### config.mk
export PLATFORM = sky130hd
export DESIGN_NAME = btn_debounce_pulse
export DESIGN_NICKNAME = d
export VERILOG_FILES = /design/src/rtl/btn_debounce_pulse_pkg.sv /design/src/rtl/btn_debounce_pulse_sync.sv /design/src/rtl/btn_debounce_pulse.sv
export SDC_FILE = /design/constraint.sdc
export NUM_CORES = 1
export LEC_CHECK = 0
export ABC_AREA = 1
export BUFFER_PORTS_ARGS = -buffer_cell sky130_fd_sc_hd__buf_2
export CAP_MARGIN = 40
export CORE_AREA = 2 2 39 41
export DETAILED_ROUTE_END_ITERATION = 12
export DIE_AREA = 0 0 41 43
export PLACE_DENSITY = 0.58
export SETUP_SLACK_MARGIN = 0.2
export SYNTH_ARGS = -nofsm -noshare
export SYNTH_HDL_FRONTEND = slang
export SYNTH_SLANG_ARGS = --single-unit
### constraint.sdc
create_clock -name CLK -period 1.1 [get_ports CLK]
set_input_delay 0.22 -clock CLK [delete_from_list [all_inputs] [get_ports CLK]]
set_output_delay 0.22 -clock CLK [all_outputs]
set_load 0.005 [all_outputs]
### src/rtl/btn_debounce_pulse_pkg.sv
// -----------------------------------------------------------------------------
// btn_debounce_pulse_pkg
//   Shared definitions for the pushbutton debounce / press-strobe block:
//   the default debounce window and the 2-bit FSM state encoding.
//   The encoding is chosen so that state bit 1 is the debounced level
//   (HELD, CHK_REL) and state bit 0 is the "checking" flag (CHK_PRESS,
//   CHK_REL). Both outputs can therefore come straight off state flops.
// -----------------------------------------------------------------------------
package btn_debounce_pulse_pkg;

  localparam int DEBOUNCE_CYCLES_DEFAULT = 16;

  typedef logic [1:0] state_t;

  localparam state_t IDLE      = 2'd0;  // stable released
  localparam state_t CHK_PRESS = 2'd1;  // qualifying a press
  localparam state_t HELD      = 2'd2;  // stable pressed
  localparam state_t CHK_REL   = 2'd3;  // qualifying a release

endpackage

### src/rtl/btn_debounce_pulse_sync.sv
// -----------------------------------------------------------------------------
// sync2
//   Two-flop synchronizer for a single asynchronous level. Kept generic so
//   other input stages can reuse it.
//   Ports:
//     CLK    in  destination clock
//     RST_N  in  asynchronous active-low reset (both flops clear to 0)
//     D      in  asynchronous input level
//     Q      out synchronized level (second flop)
// -----------------------------------------------------------------------------
module sync2 (
  input  logic CLK,
  input  logic RST_N,
  input  logic D,
  output logic Q
);

  logic meta_q;

  always_ff @(posedge CLK or negedge RST_N) begin
    if (!RST_N) begin
      meta_q <= 1'b0;
      Q      <= 1'b0;
    end else begin
      // NOTE: non-blocking so the second flop takes the first flop's
      // pre-edge value; blocking here would collapse the chain to one stage.
      meta_q <= D;
      Q      <= meta_q;
    end
  end

endmodule

### src/rtl/btn_debounce_pulse.sv
// -----------------------------------------------------------------------------
// btn_debounce_pulse
//   Debounces a raw pushbutton and emits a one-cycle strobe per accepted
//   press. The raw input is synchronized, then a 4-state FSM requires
//   DEBOUNCE_CYCLES consecutive stable samples before accepting a level
//   change in either direction. Any reversal during a check aborts it.
//   Ports:
//     CLK    in  clock, all state on rising edge
//     RST_N  in  asynchronous active-low reset
//     BTN    in  raw bouncing button level (1 = pressed)
//     PULSE  out registered one-cycle strobe on each accepted press
//     LEVEL  out registered debounced level
//     BUSY   out high while a press or release is being qualified
// -----------------------------------------------------------------------------
module btn_debounce_pulse
  import btn_debounce_pulse_pkg::*;
#(
  parameter int DEBOUNCE_CYCLES = DEBOUNCE_CYCLES_DEFAULT  // legal 2..65535
) (
  input  logic CLK,
  input  logic RST_N,
  input  logic BTN,
  output logic PULSE,
  output logic LEVEL,
  output logic BUSY
);

  localparam int               CNT_W    = $clog2(DEBOUNCE_CYCLES) + 1;
  localparam logic [CNT_W-1:0] CNT_LAST = CNT_W'(DEBOUNCE_CYCLES - 1);

  logic             btn_sync;
  state_t           state_q, state_d;
  logic [CNT_W-1:0] cnt_q, cnt_d;
  logic             pulse_q, pulse_d;

  sync2 u_sync (
    .CLK   (CLK),
    .RST_N (RST_N),
    .D     (BTN),
    .Q     (btn_sync)
  );

  // State register: FSM state, stability counter and press strobe.
  always_ff @(posedge CLK or negedge RST_N) begin
    if (!RST_N) begin
      state_q <= IDLE;
      cnt_q   <= '0;
      pulse_q <= 1'b0;
    end else begin
      state_q <= state_d;
      cnt_q   <= cnt_d;
      pulse_q <= pulse_d;
    end
  end

  // Next-state logic. The counter only advances inside a CHK_* state and
  // is zero everywhere else, so every new check starts counting from 0.
  always_comb begin
    // NOTE: every variable gets a default first so no branch can leave it
    // unassigned, which would otherwise infer a latch.
    state_d = state_q;
    cnt_d   = '0;
    pulse_d = 1'b0;
    case (state_q)
      IDLE: begin
        if (btn_sync) state_d = CHK_PRESS;
      end
      CHK_PRESS: begin
        if (!btn_sync) begin
          state_d = IDLE;
        end else if (cnt_q == CNT_LAST) begin
          state_d = HELD;
          pulse_d = 1'b1;  // strobe lands on the same edge as HELD
        end else begin
          cnt_d = cnt_q + CNT_W'(1);
        end
      end
      HELD: begin
        if (!btn_sync) state_d = CHK_REL;
      end
      CHK_REL: begin
        if (btn_sync) begin
          state_d = HELD;
        end else if (cnt_q == CNT_LAST) begin
          state_d = IDLE;
        end else begin
          cnt_d = cnt_q + CNT_W'(1);
        end
      end
      default: state_d = IDLE;
    endcase
  end

  // Outputs: pure flop bits, no gating, so nothing from BTN reaches a pin
  // combinationally and reset deassertion cannot glitch them.
  always_comb begin
    PULSE = pulse_q;
    LEVEL = state_q[1];
    BUSY  = state_q[0];
  end

endmodule

==> results.tsv, run 1 <==
stage	metric	value	unit
cts	latest clock arrival within the worst-skew pair	0.26	ns
timing	highest clock frequency the design can meet	974	MHz
drt	detailed router's first-iteration violation count	4	
cells_and_area	sequential cell area	250	µm²
cts	H-tree depth	1	
logic_synthesis	most instantiated flip-flop cell in the synthesis netlist	dfrtp_1	
cts	clock tree from TritonCTS	yes	
cts	TritonCTS sink count	10	
logic_synthesis	fraction of synthesized cell area in xor and xnor cells	2.13	%
logic_synthesis	count of unique library cells instantiated by Yosys	11	
cells_and_area	total non-filler cell area in the finished layout	553	µm²
die	full die area	1760	µm²
min_path	path class of the lowest-slack min-delay path	primary input to flop	
logic_synthesis	cell types occupying the most area after synthesis	dfrtp_1 (61%), nand2_1 (9.1%), nor2_1 (6.4%), nand3_1 (4.9%), inv_1 (4.6%)	
cells_and_area	Synth-to-Final Area Change	34.8	%
worst_setup_path	Data arrival, critical path	1.18	ns
global_routing	via count of the first global-routing pass	282	
die	initial cell density of the core	29.7	%
cells_and_area	number of non-filler instances in the completed layout	71	
logic_synthesis	proportion of register bits with asynchronous set or reset after synthesis	100	%
place	cell area after placement	475	µm²
global_routing	met2 routing resource usage after global routing	12.8	%
global_routing	met1 layer usage reported by global route	13.4	%
logic_synthesis	fraction of synthesized cell area taken by the top area cell type	61.0	%
logic_synthesis	simple-gate share of the synthesized area	27.4	%
global_routing	total routing resource utilization after global routing	11.0	%
die	die height	43	µm
timing	worst setup skew after layout	0.00816	ns
worst_setup_path	Req. time, crit path	1.25	ns
timing	worst-case headroom to the max-slew limit	80.5	%
worst_setup_path	worst-path maximum fanout	4	
cells_and_area	total area of multi-input combinational cells	184	µm²
drt	vias after detailed routing	318	
place	cell count after placement	65	
logic_synthesis	post-synthesis adder-cell area fraction	3.05	%
logic_synthesis	most frequent cells after synthesis	dfrtp_1 (10), nand2_1 (10), nor2_1 (7), inv_1 (5), nand3_1 (4)	
logic_synthesis	Warnings, synthesis	0	
cells_and_area	share of layout cells above drive strength 1	38.2	%
drt	wire length reported by the detailed router	778	µm
timing	final number of hold-violating endpoints	0	
run_status	status	finished, final reports clean	
timing	final count of negative-setup-slack endpoints	0	
logic_synthesis	largest family of logic cells by synthesized area	simple AND/OR/NAND/NOR gates	
place	Final GP Congestion	0.674	
drt	ratio of routed vias to standard cells	4.48	
cells_and_area	diode insertion count for antenna repair	0	
logic_synthesis	post-synthesis mux area share	0	%
place	detailed placement HPWL	511	µm
worst_setup_path	flop2flop setup slack	0.07	ns
global_routing	number of antenna violations at the first check in global routing	0	
die	floorplan die width	41	µm
cells_and_area	number of fillers in the final layout	141	
timing	part of the cycle the worst path needs	93.3	%
logic_synthesis	number of synthesized flops with an enable pin	0	
global_routing	pin count of the biggest net entering global routing	11	
worst_setup_path	endpoint class of the critical path	flop	
drt	total iterations of the first detailed-routing run	4	
global_routing	global-route wire length before repair	1.18	mm
cts	number of clock buffers inserted by TritonCTS	3	
global_routing	M3 GR Usage	3.14	%
logic_synthesis	sequential-to-total area share from yosys stat	61.0	%
worst_setup_path	Critical path origin	cnt_q[0]	
timing	setup repair after global routing missed its margin	yes	
logic_synthesis	number of register bits inferred by synthesis	10	
power_and_ir_drop	Power Density	1210	nW/µm²
logic_synthesis	largest area contributor in the synthesized netlist	dfrtp_1	
drt	average routed wire per standard cell	11.0	µm
die	placeable core region	1380	µm²
worst_setup_path	reg2reg path depth	6	
worst_setup_path	Critical Path Start Type	flop	
cts	maximum buffer depth of the clock tree	2	
cts	root buffer selected by CTS	clkbuf_4	
worst_setup_path	category of the critical setup timing path	flop to flop	
worst_setup_path	R2R Path Start	cnt_q[0]	
global_routing	leftover overflow at the end of global routing	0	
logic_synthesis	nets in the synthesized netlist	47	
timing	Final Critical Period	1.03	ns
logic_synthesis	number of standard cells after synthesis	43	
die	placement row count	14	
cts	clock transition time at the flip-flop clock pins of the worst setup and hold paths	0.06	ns
cells_and_area	number of nets at the end of the flow	61	
place	count of input and output buffers	5	
timing	hold slack final	0.0613	ns
logic_synthesis	compound-cell area share of the yosys netlist	1.83	%
logic_synthesis	per-instance average area after synthesis	9.54	µm²
global_routing	global route hottest layer	met4	
logic_synthesis	Post-Syn Area	410	µm²
drt	DRC errors left	0	
die	count of boundary I/O pins	6	
timing	transition time of the tightest slew-check pin	0.293	ns
timing	Slew Viols, Final	0	
power_and_ir_drop	leakage power total	0.259	nW
drt	Antenna Nets Post-Route	0	
flow_run	maxcap violations	0	
power_and_ir_drop	Max VDD drop	0.420	mV
## cell type report
type / count / share of cell area, %
clock buffers: 3 / 4.07
inverters: 5 / 3.39
multi-input cells: 28 / 33.3
flip-flops and latches: 10 / 45.2
well taps: 16 / 3.62
repair buffers: 9 / 10.4
## registers in the layout, summed over array words and instances (netlist names), named ones only
name / count
cnt_q: 5
PULSE: 1
state_q: 1
u_sync.Q: 1
u_sync.meta_q: 1
## layer usage
metal  wire length (µm)  up-vias
met2                347        7
met3                 33        2
li1                   -      162
met4                 27        0
met5                  0        -
met1                369      147
## worst max-delay path: stages (launching register included)
cell and delay (ns):
dfrtp_1 0.39, ha_4 0.19, nand2_2 0.05, nor2_1 0.09, nand3_1 0.09, nand2_1 0.07
nand2_1 0.05
## what timing repair did
item	in CTS	in global routing
hold buffers	1	0
setup endpoints to repair	10	11
hold endpoints to repair	10	0
pin swaps	2	6
buffers inserted	2	0
cloned	0	0
gates resized for setup	3	6
## report_power, final
part / total [mW] / internal [mW] / switching (mW)
Clock: 0.239 / 0.126 / 0.113
Combinational: 0.0483 / 0.0220 / 0.0263
Sequential: 0.383 / 0.377 / 0.00651
## worst min path at each step
stage	end	depth (start not counted)	slack, ns	startpoint
2_1_floorplan	PULSE	0	-0.08	RST_N
3_3_place_gp	cnt_q[1]	1	0.09	RST_N
3_5_place_dp	cnt_q[3]	1	0.1	RST_N
4_1_cts	u_sync.meta_q	1	0.05	BTN
5_1_grt	u_sync.meta_q	1	0.04	BTN
6_report	u_sync.meta_q	1	0.06	BTN
## cell usage in the layout, fill, tap and decap left out, drive strengths merged
master,count
nand3,5
a21boi,1
inv,5
nand4,2
ha,1
xnor2,1
buf,8
dlygate4sd3,1
nand2,10
nor2,8
clkbuf,3
dfrtp,10
## stage by stage
step                power (mW)  util (%)  setup WS [ns]  setup TNS [ns]
floorplan                0.404         -          0.127               0
global placement         0.423      34.4         0.0604               0
detailed placement       0.424      34.4         0.0614               0
CTS                      0.680      38.5         0.0662               0
global route             0.715      40.0        -0.0598         -0.0743
finish                   0.670      40.0         0.0738               0
## logic make-up after synthesis
group / after synthesis
compound gates: 1
xor+xnor: 1
fa+ha+maj: 1
buf+inv: 5
flops: 10
simple gates: 25
(Power assumes the default switching activity.)
==> inputs of run 2 (changes only) <==
BUFFER_PORTS_ARGS = unset   (was -buffer_cell sky130_fd_sc_hd__buf_2)
DONT_BUFFER_PORTS = 1   (was unset)
PLACE_DENSITY = 0.54   (was 0.58)
==> results.tsv, run 2 (synthesis gave the netlist of run 1 again) <==
stage	metric	value	unit	change
run_status	status	finished, final reports clean		unchanged
cells_and_area	share of layout cells above drive strength 1	25.0	%	was 38.2%
worst_setup_path	Req. time, crit path	1.24	ns	was 1.25 ns
worst_setup_path	endpoint class of the critical path	flop		unchanged
drt	ratio of routed vias to standard cells	4.44		was 4.48
die	die height	43	µm	unchanged
power_and_ir_drop	Power Density	1280	nW/µm²	was 1210 nW/µm²
global_routing	pin count of the biggest net entering global routing	11		unchanged
cells_and_area	number of flip-flops under the largest register name	5		unchanged
min_path	path class of the lowest-slack min-delay path	primary input to asynchronous set/reset pin		was primary input to flop
die	placement row count	14		unchanged
drt	total iterations of the first detailed-routing run	4		unchanged
timing	setup repair after global routing missed its margin	yes		unchanged
cells_and_area	final cell utilization of the core	37.7	%	was 40.0%
global_routing	leftover overflow at the end of global routing	0		unchanged
timing	Slew Viols, Final	0		unchanged
cts	latest clock arrival within the worst-skew pair	0.26	ns	about the same
cells_and_area	Synth-to-Final Area Change	27.1	%	was 34.8%
global_routing	via count of the first global-routing pass	293		was 282
cts	clock transition time at the flip-flop clock pins of the worst setup and hold paths	0.07	ns	was 0.06 ns
cells_and_area	diode insertion count for antenna repair	0		unchanged
worst_setup_path	Critical Path Start Type	flop		unchanged
place	Final GP Congestion	0.630		was 0.674
timing	transition time of the tightest slew-check pin	0.464	ns	was 0.293 ns
cells_and_area	number of fillers in the final layout	138		was 141
timing	worst-case headroom to the max-slew limit	69.0	%	was 80.5%
drt	wire length reported by the detailed router	676	µm	was 778 µm
die	floorplan die width	41	µm	unchanged
power_and_ir_drop	Max VDD drop	0.563	mV	was 0.420 mV
drt	vias after detailed routing	302		was 318
cts	root buffer selected by CTS	clkbuf_4		unchanged
timing	worst setup skew after layout	0.00833	ns	was 0.00816 ns
drt	detailed router's first-iteration violation count	8		was 4
power_and_ir_drop	leakage power total	0.237	nW	was 0.259 nW
drt	Antenna Nets Post-Route	0		unchanged
timing	Total Negative Setup Slacks	0	ns	unchanged
place	detailed placement HPWL	495	µm	was 511 µm
timing	final count of negative-setup-slack endpoints	0		unchanged
place	count of input and output buffers	0		was 5
cells_and_area	number of nets at the end of the flow	58		was 61
timing	setup slack of the critical path after layout	0.0593	ns	was 0.0738 ns
global_routing	number of antenna violations at the first check in global routing	0		unchanged
cts	maximum buffer depth of the clock tree	2		unchanged
timing	highest clock frequency the design can meet	961	MHz	was 974 MHz
cts	clock tree from TritonCTS	yes		unchanged
cts	TritonCTS sink count	10		unchanged
drt	DRC errors left	0		unchanged
timing	final number of hold-violating endpoints	0		unchanged
drt	average routed wire per standard cell	9.94	µm	was 11.0 µm
die	count of boundary I/O pins	6		unchanged
cts	H-tree depth	1		unchanged
die	initial cell density of the core	29.7	%	unchanged
cells_and_area	commonest non-fill, non-tap cells in the layout	dfrtp_1 (9), nand2_1 (9), nor2_1 (6)		was dfrtp_1 (10), nand2_1 (7), inv_1 (5), nor2_1 (5), buf_2 (5)
global_routing	total routing resource utilization after global routing	9.88	%	was 11.0%
global_routing	global-route wire length before repair	1.12	mm	was 1.18 mm
worst_setup_path	Data arrival, critical path	1.19	ns	was 1.18 ns
die	placeable core region	1380	µm²	unchanged
timing	Final Critical Period	1.04	ns	was 1.03 ns
worst_setup_path	category of the critical setup timing path	flop to flop		unchanged
flow_run	maxcap violations	0		unchanged
timing	part of the cycle the worst path needs	94.6	%	was 93.3%
die	full die area	1760	µm²	unchanged
place	worst setup timing slack at the placement stage	0.0132	ns	was 0.0614 ns
cells_and_area	register with the most flip-flops	cnt_q		unchanged
worst_setup_path	worst-path maximum fanout	4		unchanged
cts	number of clock buffers inserted by TritonCTS	3		unchanged
[run 2: stage by stage]
| stage | total power [mW] | hold WS [ns] | cell area (µm²) | instances |
|---|---|---|---|---|
| after floorplan | 0.404 | -0.0756 | 423 | 43 |
| after CTS | 0.672 | 0.359 | 500 | 66 |
| final | 0.666 | 0.343 | 522 | 68 |
| after detailed placement | 0.414 | -0.0754 | 450 | 60 |
| after global placement | 0.412 | -0.0754 | 450 | 60 |
| after global routing | 0.695 | 0.368 | 522 | 68 |
[run 2: routing by layer]
layer,global-route usage [%],part of all wire [%],routed length [µm],up-vias
met1,12.5,45,303,142
met2,13.1,51,344,5
met5,0,0,0,-
met3,1.57,1.9,13,2
met4,10.0,2.1,14,0
li1,-,-,-,153
[run 2: power breakdown]
part           leakage (nW)  total [mW]  switching, mW  internal [mW]
combinational        0.0928      0.0380         0.0195         0.0185
sequential            0.131       0.386        0.00875          0.377
clock                0.0138       0.242          0.116          0.126
[run 2: worst max-delay path, cell delays in order, from the launching register on]
cell	delay, ns
dfrtp_1	0.40
ha_4	0.17
nand2_2	0.05
nor2_2	0.08
nand3_1	0.09
nand2_1	0.07
nand2_1	0.05
[run 2: cell type report]
cell class	count	area [µm²]	share of cell area (%)
clock buffers	3	22.5	4.32
inverters	5	18.8	3.60
multi-input cells	28	159	30.5
flip-flops and latches	10	251	48.2
well taps	16	20.0	3.84
repair buffers	6	50.0	9.59
[run 2: path summary, 6_finish.rpt]
| path | from | endpoint | slack [ns] | cells after the start |
|---|---|---|---|---|
| setup / recovery | cnt_q[1] | flop | 0.06 | 6 |
| hold / removal | RST_N | PULSE | 0.34 | 1 |
| setup reg to reg | cnt_q[1] | flop | 0.06 | 6 |
| hold reg to reg | u_sync.meta_q | u_sync.Q | 0.35 | 0 |
| max in group asynchronous | RST_N | state_q[0] | 0.41 | 1 |
| min in group CLK | u_sync.meta_q | u_sync.Q | 0.35 | 0 |
[run 2: what timing repair did]
action,in CTS,in global routing
endpoints found under the setup margin,9,10
hold buffers,2,0
buffers inserted,1,2
hold endpoints to repair,11,0
gates cloned,0,0
gates resized for setup,0,3
pin swaps,3,2
